===== config.mk =====
export PLATFORM = sky130hd
export DESIGN_NAME = rr_arbitration_tree
export DESIGN_NICKNAME = d
export VERILOG_FILES = /design/src/rtl/arb_pkg.sv /design/src/rtl/rr_arbiter.sv /design/src/rtl/rr_arbitration_tree.sv
export SDC_FILE = /design/constraint.sdc
export NUM_CORES = 1
export LEC_CHECK = 0
export CORE_AREA = 8 8 72 74
export DETAILED_ROUTE_END_ITERATION = 6
export DIE_AREA = 0 0 80 82
export GPL_TIMING_DRIVEN = 0
export MAX_ROUTING_LAYER = met4
export PLACE_DENSITY_LB_ADDON = 0.2
export SLEW_MARGIN = 20
export SYNTH_ARGS = -nofsm -noshare
export SYNTH_HDL_FRONTEND = slang
export SYNTH_SLANG_ARGS = --single-unit

===== constraint.sdc =====
create_clock -name clock_IN -period 2.48 [get_ports clock_IN]
set_input_delay 0.62 -clock clock_IN [delete_from_list [all_inputs] [get_ports clock_IN]]
set_output_delay 0.62 -clock clock_IN [all_outputs]
set_load 0.02 [all_outputs]

===== src/rtl/arb_pkg.sv =====
`default_nettype none
// ============================================================================
//  Module      : arb_pkg
//  Description : Shared defaults, action encoding and one-hot helper for the
//                round-robin arbitration tree.
//  Revision    : 1.0 - initial release
// ============================================================================
package arb_pkg;

  localparam int DEF_GROUPS     = 4;
  localparam int DEF_GROUP_SIZE = 4;

  // Widest grant vector the index helper accepts; callers zero-extend into it.
  localparam int ONEHOT_MAX_W   = 256;

  typedef enum logic [1:0] {
    ACT_IDLE = 2'd0,
    ACT_NEW  = 2'd1,
    ACT_HOLD = 2'd2
  } arb_action_e;

  function automatic int unsigned onehot_to_index(input logic [ONEHOT_MAX_W-1:0] vec);
    int unsigned idx;
    idx = 0;
    for (int i = 0; i < ONEHOT_MAX_W; i++) begin
      if (vec[i]) idx = idx | unsigned'(i);
    end
    return idx;
  endfunction

endpackage
`default_nettype wire


===== src/rtl/rr_arbiter.sv =====
`default_nettype none
// ============================================================================
//  Module      : rr_arbiter
//  Description : N-way round-robin pick starting at an internal pointer, with
//                pointer advance past the winner when update_IN is set.
//  Revision    : 1.0 - initial release
// ============================================================================
module rr_arbiter #(
  parameter int N = 4
) (
  input  logic         clock_IN,
  input  logic         resetn_IN,
  input  logic [N-1:0] req_IN,
  input  logic         update_IN,
  output logic [N-1:0] grant_OUT,
  output logic         any_req_OUT
);

  localparam int            PW    = (N > 1) ? $clog2(N) : 1;
  localparam logic [PW:0]   N_EXT = (PW+1)'(N);
  localparam logic [PW-1:0] LAST  = PW'(N - 1);

  logic [PW-1:0] ptr_q;
  logic [PW-1:0] ptr_d;
  logic [PW-1:0] win;
  logic [PW-1:0] cand;
  logic [PW:0]   sum;
  logic          found;

  // Compare-to-limit wrap keeps non-power-of-two widths correct.
  always_comb begin
    grant_OUT = '0;
    found     = 1'b0;
    win       = '0;
    sum       = '0;
    cand      = '0;
    for (int off = 0; off < N; off++) begin
      sum = {1'b0, ptr_q} + (PW+1)'(off);
      if (sum >= N_EXT) sum = sum - N_EXT;
      cand = sum[PW-1:0];
      if (!found && req_IN[cand]) begin
        found = 1'b1;
        win   = cand;
      end
    end
    if (found) grant_OUT[win] = 1'b1;
  end

  always_comb begin
    ptr_d = ptr_q;
    if (update_IN && found) begin
      ptr_d = (win == LAST) ? '0 : win + PW'(1);
    end
  end

  assign any_req_OUT = |req_IN;

  always_ff @(posedge clock_IN) begin
    if (!resetn_IN) begin
      ptr_q <= '0;
    end else begin
      ptr_q <= ptr_d;
    end
  end

endmodule
`default_nettype wire


===== src/rtl/rr_arbitration_tree.sv =====
`default_nettype none
// ============================================================================
//  Module      : rr_arbitration_tree
//  Description : Registered two-level round-robin arbiter (per-group + base)
//                with optional bounded grant hold.
//  Revision    : 1.0 - initial release
// ============================================================================
module rr_arbitration_tree
  import arb_pkg::*;
#(
  parameter int GROUPS     = DEF_GROUPS,
  parameter int GROUP_SIZE = DEF_GROUP_SIZE,
  parameter int HOLD_MODE  = 0,
  parameter int MAX_HOLD   = 0,
  localparam int NUM_REQ   = GROUPS * GROUP_SIZE,
  localparam int IDX_W     = $clog2(NUM_REQ)
) (
  input  logic               clock_IN,
  input  logic               resetn_IN,
  input  logic [NUM_REQ-1:0] requests_IN,
  output logic [NUM_REQ-1:0] grants_OUT,
  output logic               grant_valid_OUT,
  output logic [IDX_W-1:0]   grant_index_OUT
);

  localparam int               HOLD_SAT   = (MAX_HOLD > 0) ? MAX_HOLD : 1;
  localparam int               CNT_W      = $clog2(HOLD_SAT + 1);
  localparam logic [CNT_W-1:0] HOLD_LIMIT = CNT_W'(HOLD_SAT);

  logic [NUM_REQ-1:0] grants_q, grants_d;
  logic               valid_q, valid_d;
  logic [IDX_W-1:0]   index_q, index_d;
  logic [CNT_W-1:0]   hold_cnt_q, hold_cnt_d;

  logic [NUM_REQ-1:0] arb_req;
  logic [NUM_REQ-1:0] new_grant;
  logic [IDX_W-1:0]   new_index;
  logic [GROUPS-1:0]  group_req;
  logic [GROUPS-1:0]  base_grant;
  logic [GROUPS-1:0][GROUP_SIZE-1:0] grp_grant;
  logic               holder_req;
  logic               limit_hit;
  logic               others_req;
  arb_action_e        action;

  assign holder_req = valid_q && (|(requests_IN & grants_q));
  assign limit_hit  = (MAX_HOLD > 0) && (hold_cnt_q >= HOLD_LIMIT);
  assign others_req = |(requests_IN & ~grants_q);

  // An expired holder is masked only if someone else can take the grant.
  always_comb begin
    arb_req = requests_IN;
    if ((HOLD_MODE != 0) && (MAX_HOLD > 0) && holder_req && limit_hit && others_req) begin
      arb_req = requests_IN & ~grants_q;
    end
  end

  always_comb begin
    if ((HOLD_MODE != 0) && holder_req && !limit_hit) begin
      action = ACT_HOLD;
    end else if (|arb_req) begin
      action = ACT_NEW;
    end else begin
      action = ACT_IDLE;
    end
  end

  rr_arbiter #(
    .N (GROUPS)
  ) u_base_arb (
    .clock_IN    (clock_IN),
    .resetn_IN   (resetn_IN),
    .req_IN      (group_req),
    .update_IN   (action == ACT_NEW),
    .grant_OUT   (base_grant),
    .any_req_OUT ()
  );

  for (genvar g = 0; g < GROUPS; g++) begin : g_group
    rr_arbiter #(
      .N (GROUP_SIZE)
    ) u_group_arb (
      .clock_IN    (clock_IN),
      .resetn_IN   (resetn_IN),
      .req_IN      (arb_req[g*GROUP_SIZE +: GROUP_SIZE]),
      .update_IN   ((action == ACT_NEW) && base_grant[g]),
      .grant_OUT   (grp_grant[g]),
      .any_req_OUT (group_req[g])
    );

    assign new_grant[g*GROUP_SIZE +: GROUP_SIZE] = base_grant[g] ? grp_grant[g] : '0;
  end

  assign new_index = IDX_W'(onehot_to_index(ONEHOT_MAX_W'(new_grant)));

  always_comb begin
    grants_d   = '0;
    valid_d    = 1'b0;
    index_d    = '0;
    hold_cnt_d = '0;
    unique case (action)
      ACT_HOLD: begin
        grants_d   = grants_q;
        valid_d    = 1'b1;
        index_d    = index_q;
        hold_cnt_d = (hold_cnt_q == HOLD_LIMIT) ? hold_cnt_q : hold_cnt_q + CNT_W'(1);
      end
      ACT_NEW: begin
        grants_d   = new_grant;
        valid_d    = 1'b1;
        index_d    = new_index;
        hold_cnt_d = CNT_W'(1);
      end
      default: begin
        grants_d   = '0;
        valid_d    = 1'b0;
        index_d    = '0;
        hold_cnt_d = '0;
      end
    endcase
  end

  always_ff @(posedge clock_IN) begin
    if (!resetn_IN) begin
      grants_q   <= '0;
      valid_q    <= 1'b0;
      index_q    <= '0;
      hold_cnt_q <= '0;
    end else begin
      grants_q   <= grants_d;
      valid_q    <= valid_d;
      index_q    <= index_d;
      hold_cnt_q <= hold_cnt_d;
    end
  end

  assign grants_OUT      = grants_q;
  assign grant_valid_OUT = valid_q;
  assign grant_index_OUT = index_q;

endmodule
`default_nettype wire


==> flow_summary.yaml, run 1 <==
placement:
  gp_congestion: 0.763
  io_buffers: 38
  dpl.hpwl_um: 3000
  dp_slack_ps: -981
synthesis:
  synth_top_area_cell: "dfxtp_1"
  syn-cell-area_um2: 1740
  synth_top_area_share_pct: 35.7
  ys.flop_type: "dfxtp_1"
  synthArstFlopShare_pct: 0
  ys_seq_area_share_pct: 35.7
  ys_warn_count: 0
  synth_nets: 239
  synth_edf_count: 0
  synth_area_per_cell_um2: 8.65
  synth_cells: 201
  synth_cell_type_count: 39
  ys_seq_elements: 31
  ys_top_cells_by_area: "dfxtp_1, ha_1, a21oi_1, nor2_1, nand2_1"
layout:
  diodes: 0
  fillers: 394
  syn_to_final_growth_pct: 45.5
  final_util_pct: 61.1
  multiInputGateArea_um2: 1160
  drive_gt1_share_pct: 26.0
  register_area_um2: 621
  nNetsFinal: 300
sta:
  fmax_ghz: 0.401
  setup_slack_ps: -15.2
  hold_viol: 0
  rsz0062_at_grt: "yes"
  fin_crit_ps: 2500
  setup_tns_ps: -29.1
  tightestPinTransition_ps: 705
  fin_hold_ws_ps: 502
  relSlewSlack_pct: 52.6
  finalCritPeriodShare_pct: 101
  setup_viol: 2
  skew_ps: 9.68
  maxSlewViolCount: 0
detailed_routing:
  ant_nets: 0
  first_pass_iters: 4
  drt-total-wl_um: 4140
  drcViolationCount: 0
  routedWlPerCell_um: 13.2
  vias_per_cell: 5.05
  drtIter0Drc: 72
  num_vias: 1586
cts:
  clock_latency_ps: 280
  cts_htree_levels: 2
  clkSinkCount: 31
  clk_pin_slew_ps: 60
  clockBufferDepth: 2
  cts_tree: "done"
  ctsHoldBuffers: 0
  numCtsBuffers: 5
  cts-root-buf: "clkbuf_8"
power:
  combPwrFrac_pct: 51.8
  intPower_mw: 1.44
  power_frac_clock_pct: 17.1
  ir_drop_uv: 344
  power_mw: 2.29
  p_leak_nw: 1.12
  power_switching_uw: 850
  power.density_nw_per_um2: 904
  pwr-share-seq_pct: 31.1
  p_sw_share_pct: 37.1
grt:
  grt_pass1_vias: 1438
  gr-total-overflow: 0
  antenna_found_initial: 0
  grtUsageMet1_pct: 15.2
  use_met3_pct: 3.39
  grt_max_degree: 11
  grtUsageMet2_pct: 20.7
  track_usage_pct: 12.9
  top_usage_layer: "met2"
  grt_pass1_wl_um: 6530
floorplan:
  rows: 24
  initial_core_util_pct: 42.0
  die_y_um: 82
  dieWidth_um: 80
  core_um2: 4140
  dieArea_um2: 6560
  boundaryPins: 39
outcome:
  outcome: "finished with violations"
  violations: "setup timing"
job:
  drv_cap: 0
setup_path:
  arrival_ps: 2690
  end_kind: "flip-flop"
  crit_path_max_fanout: 7
  cp.required_ps: 2670
  crit_type: "input pin to flip-flop"
  worst_setup_path_start_kind: "input pin"
hold_path:
  hp-class: "flip-flop to flip-flop"
-- cell usage after synthesis (all sizes together), types with 5 or more instances --
master	instances
inv	16
and3	7
o21ai	7
nand2b	7
nor2	21
and2	5
nor2b	5
a21oi	16
mux2i	6
o22ai	5
dfxtp	31
nand2	17
ha	20
-- cell type report --
cell class,instances,area share (%)
well taps,52,2.57
multi-input cells,149,46.0
inverters,16,2.37
clock buffers,6,3.26
clock inverters,1,0.198
flip-flops and latches,31,24.5
plain buffers,5,1.88
repair buffers,54,19.1
-- worst max-delay path, stage by stage --
cell and delay, ps:
buf_8 100, or4_4 570, and3_4 200, a211oi_4 270, ha_2 230, o41a_1 150
clkbuf_8 160, nand2_1 80, and3_4 180, a41oi_2 110
-- power by group through the flow --
stage | combinational (mW) | clock, mW | sequential, mW
2_1_floorplan | 0.603 | 0 | 0.776
3_3_place_gp | 0.952 | 0 | 0.717
3_5_place_dp | 0.965 | 0 | 0.717
4_1_cts | 1.11 | 0.400 | 0.709
5_1_grt | 1.31 | 0.425 | 0.729
6_report | 1.19 | 0.390 | 0.713
-- layer usage --
layer | share of wire, % | vias to the layer above | wire length (um)
li1 | - | 822 | -
met1 | 46 | 718 | 1900
met2 | 48 | 41 | 1980
met3 | 5.3 | 5 | 219
met4 | 1.0 | 0 | 43
met5 | 0 | - | 0
-- layout by cell type (no fill, tap or decap), types with 3 or more instances in the layout --
cell type,n
a21oi_1,15
and2_1,4
and3_1,5
buf_2,4
buf_4,18
buf_8,3
clkbuf_8,7
clkdlybuf4s50_1,22
dfxtp_1,31
dlygate4sd2_1,5
ha_1,17
ha_2,3
inv_1,14
mux2i_1,6
nand2_1,11
nand2_2,4
nand2b_1,7
nor2_1,21
nor2b_1,5
o21ai_1,3
o22a_1,4
o22ai_1,4
o41a_1,3
or4_4,3
-- registers in the layout, summed over array words and instances, names as in the netlist --
register                   count
u_base_arb.ptr_q               2
grant_index_OUT                4
grants_OUT                    16
g_group.u_group_arb.ptr_q      8
grant_valid_OUT                1
-- worst paths after layout --
check,start,endpoint,slack (ps),depth (start not counted)
setup / recovery,requests_IN[2],grant_index_OUT[1],-20,10
hold / removal,g_group[3].u_group_arb.ptr_q[0],g_group[3].u_group_arb.ptr_q[0],500,2
setup reg to reg,u_base_arb.ptr_q[1],grant_index_OUT[1],480,9
hold reg to reg,g_group[3].u_group_arb.ptr_q[0],g_group[3].u_group_arb.ptr_q[0],500,2
-- cell families (layout without fill, tap and decap cells) --
family	Yosys count	count (layout)	share of synthesized area (%)
compound gates	48	48	18.9
mux	6	6	3.45
fa+ha+maj	20	20	14.4
buf+inv	21	82	4.82
flops	31	31	35.7
simple gates	75	75	22.7
-- through the flow --
stage / cell area (um^2) / std cells
floorplan: 1790 / 201
global placement: 2230 / 291
detailed placement: 2230 / 291
CTS: 2470 / 310
global route: 2530 / 314
finish: 2530 / 314
-- what timing repair did --
| item | 4_1_cts | 5_1_grt |
|---|---|---|
| gates resized for setup | 68 | 16 |
| pin swaps | 13 | 10 |
| setup buffers | 12 | 4 |
| endpoints found under the setup margin | 29 | 10 |
Note: power is estimated with default switching activity, not from simulation.
==> run 2: changes to the inputs <==
Settings changed: ABC_CLOCK_PERIOD_IN_PS from default to 2480.
==> results of run 2 <==
No change in the layout: final DEF, timing and power equal those of run 1.
==> run 3: changes to the inputs <==
Settings changed: CTS_CLUSTER_SIZE from default to 16.
==> results of run 3 <==
No change in the layout: final DEF, timing and power equal those of run 1.
==> RTL edit, RTL diff (settings of run 2) <==
The parameter `HOLD_MODE` goes from 0 to 1.
--- a/src/rtl/rr_arbitration_tree.sv
+++ b/src/rtl/rr_arbitration_tree.sv
@@ -12,3 +12,3 @@
   parameter int GROUP_SIZE = DEF_GROUP_SIZE,
-  parameter int HOLD_MODE  = 0,
+  parameter int HOLD_MODE  = 1,
   parameter int MAX_HOLD   = 0,
Check against the original RTL: not equivalent (Yosys sat finds a counterexample within 4 cycles, from zero or initial values and one cycle with resetn_IN low).
==> RTL edit against run 2 <==
  * The flow still finishes with violations (setup timing)
  * Core utilization up 11 points
  * Clock skew down 0.0023 ns
  * Power is 11% higher
  * Sequential cell count unchanged
  * Worst setup slack got worse by 0.19 ns
  * Highest routed layer unchanged
  * Cell area rose by 17%
  * Area after synthesis increased by 23%
  * Routed wire length rose by 74%
  * Maximum frequency down 6.9%
  * Via count increased by 48%
  * Count of clock-buffer cells in the layout increased by 2
==> RTL edit: results (changes against run 2) <==
slowest stage delay, CP 0.55 ns (-0.02 ns); DR vias 2350 (+48%); final setup margin -0.201 ns (-0.186 ns); failing checks setup timing; Crit. Startpoint requests_IN[1]; skew final 0.00743 ns (-0.00225 ns); status finished with violations; Sw Share 42.4% (+5.2 points); Crit-path slowest cell or4_4; Comb pwr share 54.6% (+2.8 points); Hold Path Stages 2 (unchanged); most instantiated cells after synthesis 32 x nand2_1, 31 x dfxtp_1, 29 x a21oi_1; CP Capture Point grant_index_OUT[0]; worst hold start grant_index_OUT[0]; Final Setup Violations 19 (+17); Syn Nets 305 (+28%); Leak 1.15 nW (+3.5%); DRT Pass-1 Iters 5 (+1); number of global-route vias before repair 2242 (+56%); Seq/Total Area, Yosys 29.1% (-6.6 points); worst r2r path cells 12 (+3); wire per inst 18.8 um (+42%); total track usage 22.0% (+9.1 points); layout cells sized above 1 26.3% (+0.33 points); R2R setup slack 0.17 ns (-0.31 ns); first-pass GRT wire length 11.0 mm (+68%); WP data arrival 2.91 ns (+0.22 ns); post-synth cell types 47 (+21%); HPWL Detailed 4.73 mm (+58%); synth top area cells dfxtp_1 29%, ha_1 12%, a21oi_1 6.8%, nand2_1 5.6%, nand3_1 4.7%; Worst VDD drop 723 uV (+110%); post-layout net count 368 (+23%); Worst Hold End grant_index_OUT[0]
-- RTL edit: changes by cell type after synthesis, sizes merged, moves of 6 or more --
| cell | delta |
|---|---|
| and3 | -6 |
| nand2 | +15 |
| o21ai | +8 |
| nor2 | -9 |
| a21oi | +13 |
| nand4 | +7 |
| nand3 | +19 |
| a21boi | +9 |
| buf | +7 |
-- RTL edit: timing repair --
item | CTS | global route
setup buffers | 12 | 10
endpoints found under the setup margin | 30 | 21
resized for setup | 83 | 20
pin swaps | 21 | 19
-- RTL edit: cell type report --
type,instances,area (um2)
multi-input combinational,203,1510
fill,332,1170
sequential,31,621
tap,52,65.1
buffer,13,90.1
timing repair buffer,59,519
clock buffer,8,100
inverter,17,63.8
-- RTL edit: per-stage QoR --
step                TNS, ns  instance area, um2  std cells  hold WS [ns]  setup slack [ns]
floorplan            -0.485                2190        267         0.428            -0.168
global placement     -20.34                2620        356         0.443             -1.04
detailed placement   -20.96                2620        356         0.446             -1.06
CTS                  -0.567                2840        374         0.455            -0.143
global route          -3.65                2970        383         0.472            -0.314
finish                -1.66                2970        383         0.452            -0.201
-- RTL edit: per-layer routing --
metal	vias to the layer above	GRT usage, %	share of wire, %
met5	-	-	0
met2	135	36.3	48
met1	1091	25.5	41
met4	0	9.27	2.8
li1	1099	-	-
met3	25	4.16	8.3
-- RTL edit: cell families after synthesis --
logic type                 count (synthesis)  synth area share (%)
adders and majority gates                 20                  11.7
AOI/OAI and AO/OA                         84                  26.4
DFF                                       31                  29.1
buffers and inverters                     33                  7.67
muxes                                      4                  2.05
and+or+nand+nor                           95                  23.1
